**src/rtl/uart_pkg.sv**
```systemverilog
`default_nettype none
// ============================================================================
//  Module   : uart_pkg
//  Purpose  : Shared UART definitions (state encoding, baud divisor helper,
//             frame length) used by the transmitter and the receiver.
//  Options  : UART_TX_PARITY_EN adds the even-parity state and bit.
//  Revision : 1.0  initial release
// ============================================================================
package uart_pkg;

   // Line-side state encoding, shared with the receiver
   typedef enum logic [2:0] {
      ST_IDLE   = 3'd0,
      ST_START  = 3'd1,
      ST_DATA   = 3'd2,
`ifdef UART_TX_PARITY_EN
      ST_PARITY = 3'd3,
`endif
      ST_STOP   = 3'd4
   } uart_state_t;

   localparam int DATA_BITS = 8;

`ifdef UART_TX_PARITY_EN
   localparam int PARITY_BITS = 1;
`else
   localparam int PARITY_BITS = 0;
`endif

   // Bits per frame with a single stop bit: start + data + parity + stop
   localparam int FRAME_BITS = 1 + DATA_BITS + PARITY_BITS + 1;

   // Clocks per bit, rounded to nearest
   function automatic int baud_div(input int clk_hz, input int baud);
      return (clk_hz + baud / 2) / baud;
   endfunction

endpackage
`default_nettype wire

```
**src/rtl/sync_fifo.sv**
```systemverilog
`default_nettype none
// ============================================================================
//  Module   : sync_fifo
//  Purpose  : Single-clock FIFO, power-of-two depth, show-ahead read port.
//             Push is ignored when full, pop is ignored when empty.
//  Revision : 1.0  initial release
// ============================================================================
module sync_fifo #(
   parameter int WIDTH = 8,
   parameter int DEPTH = 4
) (
   input  logic                     clk,
   input  logic                     rst,
   input  logic                     push,
   input  logic [WIDTH-1:0]         push_data,
   input  logic                     pop,
   output logic [WIDTH-1:0]         pop_data,
   output logic [$clog2(DEPTH):0]   count,
   output logic                     full,
   output logic                     empty
);

   localparam int C_AW = $clog2(DEPTH);

   logic [WIDTH-1:0] r_mem [DEPTH];
   logic [C_AW-1:0]  r_wr_ptr;
   logic [C_AW-1:0]  r_rd_ptr;
   logic [C_AW:0]    r_count;
   logic             w_do_push;
   logic             w_do_pop;

   assign full      = (r_count == (C_AW+1)'(DEPTH));
   assign empty     = (r_count == '0);
   assign w_do_push = push && !full;
   assign w_do_pop  = pop && !empty;
   assign pop_data  = r_mem[r_rd_ptr];
   assign count     = r_count;

   // Storage array; no reset needed, validity is tracked by the pointers
   always_ff @(posedge clk) begin
      if (w_do_push) begin
         r_mem[r_wr_ptr] <= push_data;
      end
   end

   // Pointers wrap naturally because DEPTH is a power of two
   always_ff @(posedge clk or posedge rst) begin
      if (rst) begin
         r_wr_ptr <= '0;
         r_rd_ptr <= '0;
         r_count  <= '0;
      end else begin
         if (w_do_push) r_wr_ptr <= r_wr_ptr + C_AW'(1);
         if (w_do_pop)  r_rd_ptr <= r_rd_ptr + C_AW'(1);
         case ({w_do_push, w_do_pop})
            2'b10:   r_count <= r_count + (C_AW+1)'(1);
            2'b01:   r_count <= r_count - (C_AW+1)'(1);
            default: r_count <= r_count;
         endcase
      end
   end

endmodule
`default_nettype wire

```
**src/rtl/uart_tx_fifo.sv**
```systemverilog
`default_nettype none
// ============================================================================
//  Module   : uart_tx_fifo
//  Purpose  : Buffered UART transmitter. Bytes enter a small FIFO over a
//             valid/ready handshake and leave as 8N1 frames on serial_txd.
//  Options  : define UART_TX_PARITY_EN for 8E1 framing (even parity bit).
//  Revision : 1.0  initial release
// ============================================================================
module uart_tx_fifo
   import uart_pkg::*;
#(
   parameter int CLK_HZ     = 25000000,
   parameter int BAUD       = 115200,
   parameter int FIFO_DEPTH = 4,
   parameter int STOP_BITS  = 1
) (
   input  logic                          clk,
   input  logic                          rst,
   input  logic [7:0]                    tx_data,
   input  logic                          tx_valid,
   output logic                          tx_ready,
   output logic                          serial_txd,
   output logic                          busy,
   output logic [$clog2(FIFO_DEPTH):0]   fifo_count
);

   localparam int              DIV      = baud_div(CLK_HZ, BAUD);
   localparam int              C_BAUD_W = $clog2(DIV);
   localparam logic [C_BAUD_W-1:0] C_DIV_M1 = C_BAUD_W'(DIV - 1);
   localparam logic [2:0]      C_LAST_DATA = 3'(DATA_BITS - 1);
   localparam logic [2:0]      C_LAST_STOP = 3'(STOP_BITS - 1);

   uart_state_t         r_state, w_state_nxt;
   logic [C_BAUD_W-1:0] r_baud,  w_baud_nxt;
   logic [2:0]          r_bit,   w_bit_nxt;
   logic [7:0]          r_sh,    w_sh_nxt;
   logic                r_txd,   w_txd_nxt;
`ifdef UART_TX_PARITY_EN
   logic                r_par,   w_par_nxt;
`endif
   logic                w_tick;
   logic                w_push;
   logic                w_pop;
   logic [7:0]          w_head;
   logic                w_full;
   logic                w_empty;

   assign tx_ready   = !w_full;
   assign w_push     = tx_valid && tx_ready;
   assign w_tick     = (r_baud == '0);
   assign serial_txd = r_txd;
   assign busy       = (r_state != ST_IDLE) || !w_empty;

   sync_fifo #(
      .WIDTH (8),
      .DEPTH (FIFO_DEPTH)
   ) u_fifo (
      .clk       (clk),
      .rst       (rst),
      .push      (w_push),
      .push_data (tx_data),
      .pop       (w_pop),
      .pop_data  (w_head),
      .count     (fifo_count),
      .full      (w_full),
      .empty     (w_empty)
   );

   // State and datapath registers; reset forces the line idle at once
   always_ff @(posedge clk or posedge rst) begin
      if (rst) begin
         r_state <= ST_IDLE;
         r_baud  <= '0;
         r_bit   <= '0;
         r_sh    <= '0;
         r_txd   <= 1'b1;
`ifdef UART_TX_PARITY_EN
         r_par   <= 1'b0;
`endif
      end else begin
         r_state <= w_state_nxt;
         r_baud  <= w_baud_nxt;
         r_bit   <= w_bit_nxt;
         r_sh    <= w_sh_nxt;
         r_txd   <= w_txd_nxt;
`ifdef UART_TX_PARITY_EN
         r_par   <= w_par_nxt;
`endif
      end
   end

   // Next-state, bit sequencing and FIFO pop; a pop always starts a frame
   always_comb begin
      w_state_nxt = r_state;
      w_baud_nxt  = w_tick ? C_DIV_M1 : r_baud - C_BAUD_W'(1);
      w_bit_nxt   = r_bit;
      w_sh_nxt    = r_sh;
      w_txd_nxt   = r_txd;
      w_pop       = 1'b0;
`ifdef UART_TX_PARITY_EN
      w_par_nxt   = r_par;
`endif
      case (r_state)
         ST_IDLE: begin
            w_baud_nxt = r_baud;
            w_txd_nxt  = 1'b1;
            if (!w_empty) begin
               w_pop       = 1'b1;
               w_sh_nxt    = w_head;
               w_txd_nxt   = 1'b0;
               w_baud_nxt  = C_DIV_M1;
               w_state_nxt = ST_START;
`ifdef UART_TX_PARITY_EN
               w_par_nxt   = ^w_head;
`endif
            end
         end
         ST_START: begin
            if (w_tick) begin
               w_state_nxt = ST_DATA;
               w_bit_nxt   = '0;
               w_txd_nxt   = r_sh[0];
            end
         end
         ST_DATA: begin
            if (w_tick) begin
               if (r_bit == C_LAST_DATA) begin
                  w_bit_nxt   = '0;
`ifdef UART_TX_PARITY_EN
                  w_state_nxt = ST_PARITY;
                  w_txd_nxt   = r_par;
`else
                  w_state_nxt = ST_STOP;
                  w_txd_nxt   = 1'b1;
`endif
               end else begin
                  w_bit_nxt = r_bit + 3'd1;
                  w_sh_nxt  = r_sh >> 1;
                  w_txd_nxt = r_sh[1];
               end
            end
         end
`ifdef UART_TX_PARITY_EN
         ST_PARITY: begin
            if (w_tick) begin
               w_state_nxt = ST_STOP;
               w_bit_nxt   = '0;
               w_txd_nxt   = 1'b1;
            end
         end
`endif
         ST_STOP: begin
            if (w_tick) begin
               if (r_bit != C_LAST_STOP) begin
                  w_bit_nxt = r_bit + 3'd1;
               end else if (!w_empty) begin
                  // Chain straight into the next frame, no idle gap
                  w_pop       = 1'b1;
                  w_sh_nxt    = w_head;
                  w_txd_nxt   = 1'b0;
                  w_state_nxt = ST_START;
`ifdef UART_TX_PARITY_EN
                  w_par_nxt   = ^w_head;
`endif
               end else begin
                  w_state_nxt = ST_IDLE;
               end
            end
         end
         default: begin
            w_state_nxt = ST_IDLE;
            w_txd_nxt   = 1'b1;
         end
      endcase
   end

endmodule
`default_nettype wire

```
**config.mk**
```make
export PLATFORM = sky130hd
export DESIGN_NAME = uart_tx_fifo
export DESIGN_NICKNAME = d
export VERILOG_FILES = /design/src/rtl/uart_pkg.sv /design/src/rtl/sync_fifo.sv /design/src/rtl/uart_tx_fifo.sv
export SDC_FILE = /design/constraint.sdc
export NUM_CORES = 1
export LEC_CHECK = 0
export CAP_MARGIN = 20
export CELL_PAD_IN_SITES_DETAIL_PLACEMENT = 1
export CELL_PAD_IN_SITES_GLOBAL_PLACEMENT = 2
export CORE_ASPECT_RATIO = 1.75
export CORE_UTILIZATION = 25
export DETAILED_ROUTE_END_ITERATION = 8
export GPL_ROUTABILITY_DRIVEN = 0
export PLACE_DENSITY_LB_ADDON = 0.15
export SLEW_MARGIN = 20
export SYNTH_ARGS = -nofsm -noshare
export SYNTH_HDL_FRONTEND = slang
export SYNTH_SLANG_ARGS = --single-unit
```
**constraint.sdc**
```tcl
create_clock -name clk -period 3.2 [get_ports clk]
set_input_delay 0.32 -clock clk [delete_from_list [all_inputs] [get_ports clk]]
set_output_delay 0.32 -clock clk [all_outputs]
set_load 0.02 [all_outputs]
```
### Word level (Yosys, flattened, before mapping)

Memories as Yosys holds them, arrays and structs flattened.
Cells that the tools add are included.

* memories: 1
* register bits after elaboration: 30
* RAM bits: 32
* bits of input ports: 11
* output and inout bits: 6

Memories
* u_fifo.r_mem: depth 4, width 8, rd ports 1, clocked after memory_dff 0, write ports 1, RTL line sync_fifo.sv:25 `logic [WIDTH-1:0] r_mem [DEPTH];`

* eq/ne operators: 16
* add/sub/neg operators: 6
* reductions and logical operators: 18
* muxes and demuxes: 38

Operators with widths (count)
* 8-bit two-way mux: 8
* 3-bit two-way mux: 11
* 8-bit one-hot mux with 3 select lines: 1
* 2-bit inequality test (second input constant): 9
* 5-bit AND reduction: 3
* 1-bit two-way mux: 13
* 3-bit one-hot mux with 4 select lines: 1
* 3-bit nonzero test: 4
* 3-bit == test (second input constant): 3
* 3-bit one-hot mux with 3 select lines: 1
* 8-bit logical NOT: 1
* 8-bit by 1-bit subtractor with 8-bit output (second input constant): 1
* 3-bit by 1-bit adder with 3-bit output (second input constant): 2
* 3-bit logical NOT: 2
* 3-bit one-hot mux with 2 select lines: 1
* 6-bit AND reduction: 1
* 2-bit by 1-bit adder with 2-bit output (second input constant): 2
* 1-bit one-hot mux with 4 select lines: 1
* 3-bit by 1-bit == test with 1-bit output (second input constant): 1
* 3-bit by 2-bit == test with 1-bit output (second input constant): 1
* 1-bit logical AND: 3
* 3-bit by 1-bit subtractor with 3-bit output (second input constant): 1
* 2-bit by 1-bit == test with 1-bit output (second input constant): 1
* 2-bit == test (second input constant): 1
* 4 further kinds: 5

### Logic depth before layout (Yosys ltp)

* depth after elaboration: 8
* gate-level depth with buffers: 11

### Hierarchy

A second synthesis with hierarchy kept.

* cell total of the unflattened synthesis: 214
* area total of the unflattened synthesis: 2987.9 um^2

By module, submodules not included
* sync_fifo: area an instance 1596.5 um^2, sequential area each 1136.1 um^2, cells each 80, instances 1
* uart_tx_fifo: area an instance 1391.3 um^2, sequential area each 576.8 um^2, cells each 134, instances 1

### Worst setup path before layout

No wires, ideal clock.

* kind: reg2reg
* start point: register r_baud[0]
* end point: register u_fifo.r_count[2], in the netlist u_fifo.count[2]
* slack: 0.688 ns
* arrival: 2.432 ns
* cell stages (with the launch flop): 12
* clock period less this slack: 2.512 ns
* cells stage by stage: dfrtp_1 -> inv_1 -> ha_1 -> nor4b_2 -> o211ai_4 -> a21oi_1 -> ha_1 -> inv_1 -> fa_1 -> xor2_1 -> nor2_1 -> xor2_1

* word-level cells in the longest chain between the ends: 6

Ends and longest elaborated chain
* start, declared: RTL line uart_tx_fifo.sv:34 `logic [C_BAUD_W-1:0] r_baud, w_baud_nxt;`
* start signal, assigned: RTL line uart_tx_fifo.sv:82 `r_baud <= w_baud_nxt;`
* 8-bit logical NOT (*): RTL line uart_tx_fifo.sv:50 `assign w_tick = (r_baud == '0);`
* 1-bit two-way mux (*): RTL line uart_tx_fifo.sv:153 `if (w_tick) begin`
* 1-bit one-hot mux with 2 select lines (*): RTL line uart_tx_fifo.sv:103 `case (r_state)`
* 1-bit logical AND (*): RTL line sync_fifo.sv:35 `assign w_do_pop = pop && !empty;`
* net u_fifo.w_do_pop: RTL line sync_fifo.sv:30 `logic w_do_pop;`
* 2-bit by 1-bit == test with 1-bit output or 2-bit == test (tied branches): RTL line sync_fifo.sv:55 `case ({w_do_push, w_do_pop})`
* 3-bit one-hot mux with 2 select lines or 2-bit nonzero test (tied branches)
* end signal, assigned: RTL line sync_fifo.sv:56 `2'b10: r_count <= r_count + (C_AW+1)'(1);`
* end signal, assigned: RTL line sync_fifo.sv:57 `2'b01: r_count <= r_count - (C_AW+1)'(1);`
* end signal, assigned: RTL line sync_fifo.sv:58 `default: r_count <= r_count;`
* end, declared: RTL line sync_fifo.sv:28 `logic [C_AW:0] r_count;`

The timed path passes the listed nets; every way through them passes the cells marked *.
A chain may end at the register's enable or synchronous reset.

### Worst setup path in the final report

Ends and elaborated chain as after synthesis.

==> metrics.cfg <==
[die]
die_w_um = 83.4
dieArea_um2 = 12000
pin_count = 17
die_h_um = 144
start_util_pct = 25.8
num_rows = 51
core_area_um2 = 11200

[timing]
tns_ns = 0
rsz0062_at_grt = no
fin_ws_ns = 0.378
setup_viol = 0
finalCriticalPeriod_ns = 2.82
drv_slew = 0
period_share_pct = 88.2
hold_viol = 0
finClkSkew_ns = 0.00537
tightestPinTransition_ns = 0.580
clock.fmax_mhz = 354
maxSlewHeadroom_pct = 61.3

[route]
drt_iter0_markers = 46
via_per_inst = 4.60
drc_errors = 0
drt-pass1-iter-count = 4
num_vias = 1679
wl_per_cell_um = 16.4
wl_mm = 5.99
ant_nets = 0

[clock_tree]
h-tree-depth = 3
cts.path.max_buffers = 2
cts_resized = 0
path_clk_slew_ns = 0.06
cts_tree = yes
cts_root_buffer = clkbuf_16
clock-sinks = 62
clock_latency_ns = 0.33
hold_buffers = 0
cts_buffers = 9
cts_setup_buffers = 0

[global_route]
grt_pass1_wl_mm = 10.1
grt_overflow = 0
grt_pass1_vias = 1880
track_usage_pct = 11.3
antenna_found_initial = 0
grt_start_max_net_pins = 31

[status]
status = completed

[finish]
drive_gt1_share_pct = 23.2
utilization_pct = 31.4
final_common_cell = edfxtp_1
final_area_um2 = 3530
layout_common_cells = 32 x edfxtp_1, 29 x dfrtp_1, 18 x mux2_2, 16 x inv_1, 16 x clkdlybuf4s50_1
nets = 249
fin_cells = 365
diodes = 0
area_growth_pct = 21.6

[synth]
syn-cell-area_um2 = 2900
synth.distinct_cells = 45
yosysSeqAreaShare_pct = 59.1
syn_area_per_cell_um2 = 14.4
syn_inst = 202
ys.warnings.count = 0
synth_edf_count = 32
synth_seq_cells = 62
syn_nets = 223
async_flop_share_pct = 48.4
ys.flop_type = edfxtp_1

[place]
port_buffers = 16
place_hpwl_mm = 4.32
dp.cells = 349
place_area_um2 = 3220
place_ws_ns = 0.385

[worst_hold_path]
hold_path.class = in2async

[worst_setup_path]
reg2regPathDepth = 11
worstPathMaxFanout = 7
max_stage_delay_ns = 0.41
ff2ff_setup_slack_ns = 0.38
cp_num_buf_inv = 2
cp.depth = 11
endpoint_kind = register
criticalPathCategory = reg2reg
cp_top_family = adder cells
crit_slowest_cell = nor4b_2
path_cells = inv_1 -> ha_1 -> nor4b_2 -> o211ai_4 -> a21oi_1 -> ha_1 -> inv_1 -> fa_1 -> xor2_1 -> nor2_1 -> xor2_1
cp.required_ns = 3.45
worst_ep_arrival_time_ns = 3.07
cp-start-kind = register

[power]
powerDensity_nw_per_um2 = 989
p_leak_nw = 1.33
ir_drop_mv = 0.364

[run]
cap_violations = 0

path summary, 6_finish.rpt:
check,startpoint,endpoint
min in group clk,r_sh[6],r_sh[6]
min reg2reg,r_sh[6],r_sh[6]
max,r_baud[0],u_fifo.count[2]
max in group asynchronous,rst,serial_txd
max reg2reg,r_baud[0],u_fifo.count[2]
min,rst,u_fifo.count[2]
worst reg2reg max path: cells and delay by family (launching register included):
kind / cells / cell delay, ns
flip-flops: 1 / 0.40
XOR/XNOR: 2 / 0.31
buffers and inverters: 2 / 0.14
adder cells (fa/ha/maj): 3 / 0.85
AND/OR/NAND/NOR: 2 / 0.53
AO/OA/AOI/OAI: 2 / 0.52
power breakdown:
group	switching [mW]	leakage, nW	internal [mW]	total [mW]
Sequential	0.210	0.651	1.10	1.31
Clock	0.380	0.147	0.612	0.992
Combinational	0.560	0.535	0.625	1.19
Total	1.15	1.33	2.34	3.49
sequential cells by signal, indices dropped and copies added, names as in the netlist:
name / flops
u_fifo.count: 3
u_fifo.r_rd_ptr: 2
serial_txd: 1
r_state: 3
r_sh: 8
u_fifo.r_mem: 32
r_baud: 8
r_bit: 3
u_fifo.r_wr_ptr: 2
cells in the mapped netlist (2+ instances only):
cell type | count | share of area, %
o22a_1 | 2 | 0.60
mux2_2 | 18 | 7.0
mux2i_1 | 2 | 0.69
xor2_1 | 4 | 1.2
dfrtp_1 | 29 | 25
nor2_1 | 7 | 0.91
buf_4 | 2 | 0.52
inv_1 | 16 | 2.1
and3_1 | 4 | 0.86
o22ai_1 | 2 | 0.43
o21ai_0 | 11 | 1.9
a21boi_0 | 2 | 0.52
ha_1 | 9 | 3.9
xnor2_1 | 6 | 1.8
nand2_1 | 6 | 0.78
a21oi_1 | 3 | 0.52
a21o_1 | 2 | 0.52
o41ai_1 | 2 | 0.60
nand3_1 | 5 | 0.86
nor3_1 | 4 | 0.69
nor2b_1 | 2 | 0.43
edfxtp_1 | 32 | 33
and2_1 | 2 | 0.43
or3_1 | 2 | 0.43
mux4_2 | 8 | 6.2
final cells by class:
class	count	area [µm²]
Sequential cell	62	1710
Inverter	16	60.1
Clock buffer	9	225
Tap cell	132	165
Timing Repair Buffer	20	190
Clock inverter	7	81.3
Multi-Input combinational cell	119	1090
Fill cell	1216	7700
per-stage QoR:
stage          power, mW  hold WS, ns
3_3_place_gp        2.55        0.484
3_5_place_dp        2.56        0.494
4_1_cts             3.58        0.407
6_report            3.49        0.388
5_1_grt             3.74        0.446
2_1_floorplan       2.20        0.410
kinds of logic after synthesis:
group                    synth area share [%]
adder cells (fa/ha/maj)                  4.57
XOR/XNOR                                 3.02
buffers and inverters                    3.28
AND/OR/NAND/NOR                          8.72
multiplexers                             13.9
flip-flops                               59.1
AO/OA/AOI/OAI                            7.42
metal layers:
layer	routed length (µm)	vias up	global-route usage, %
met5	0	-	0
met3	144	6	2.91
li1	-	796	-
met2	3430	17	21.7
met4	103	0	4.90
met1	2310	860	11.4
(Power assumes the default switching activity.)
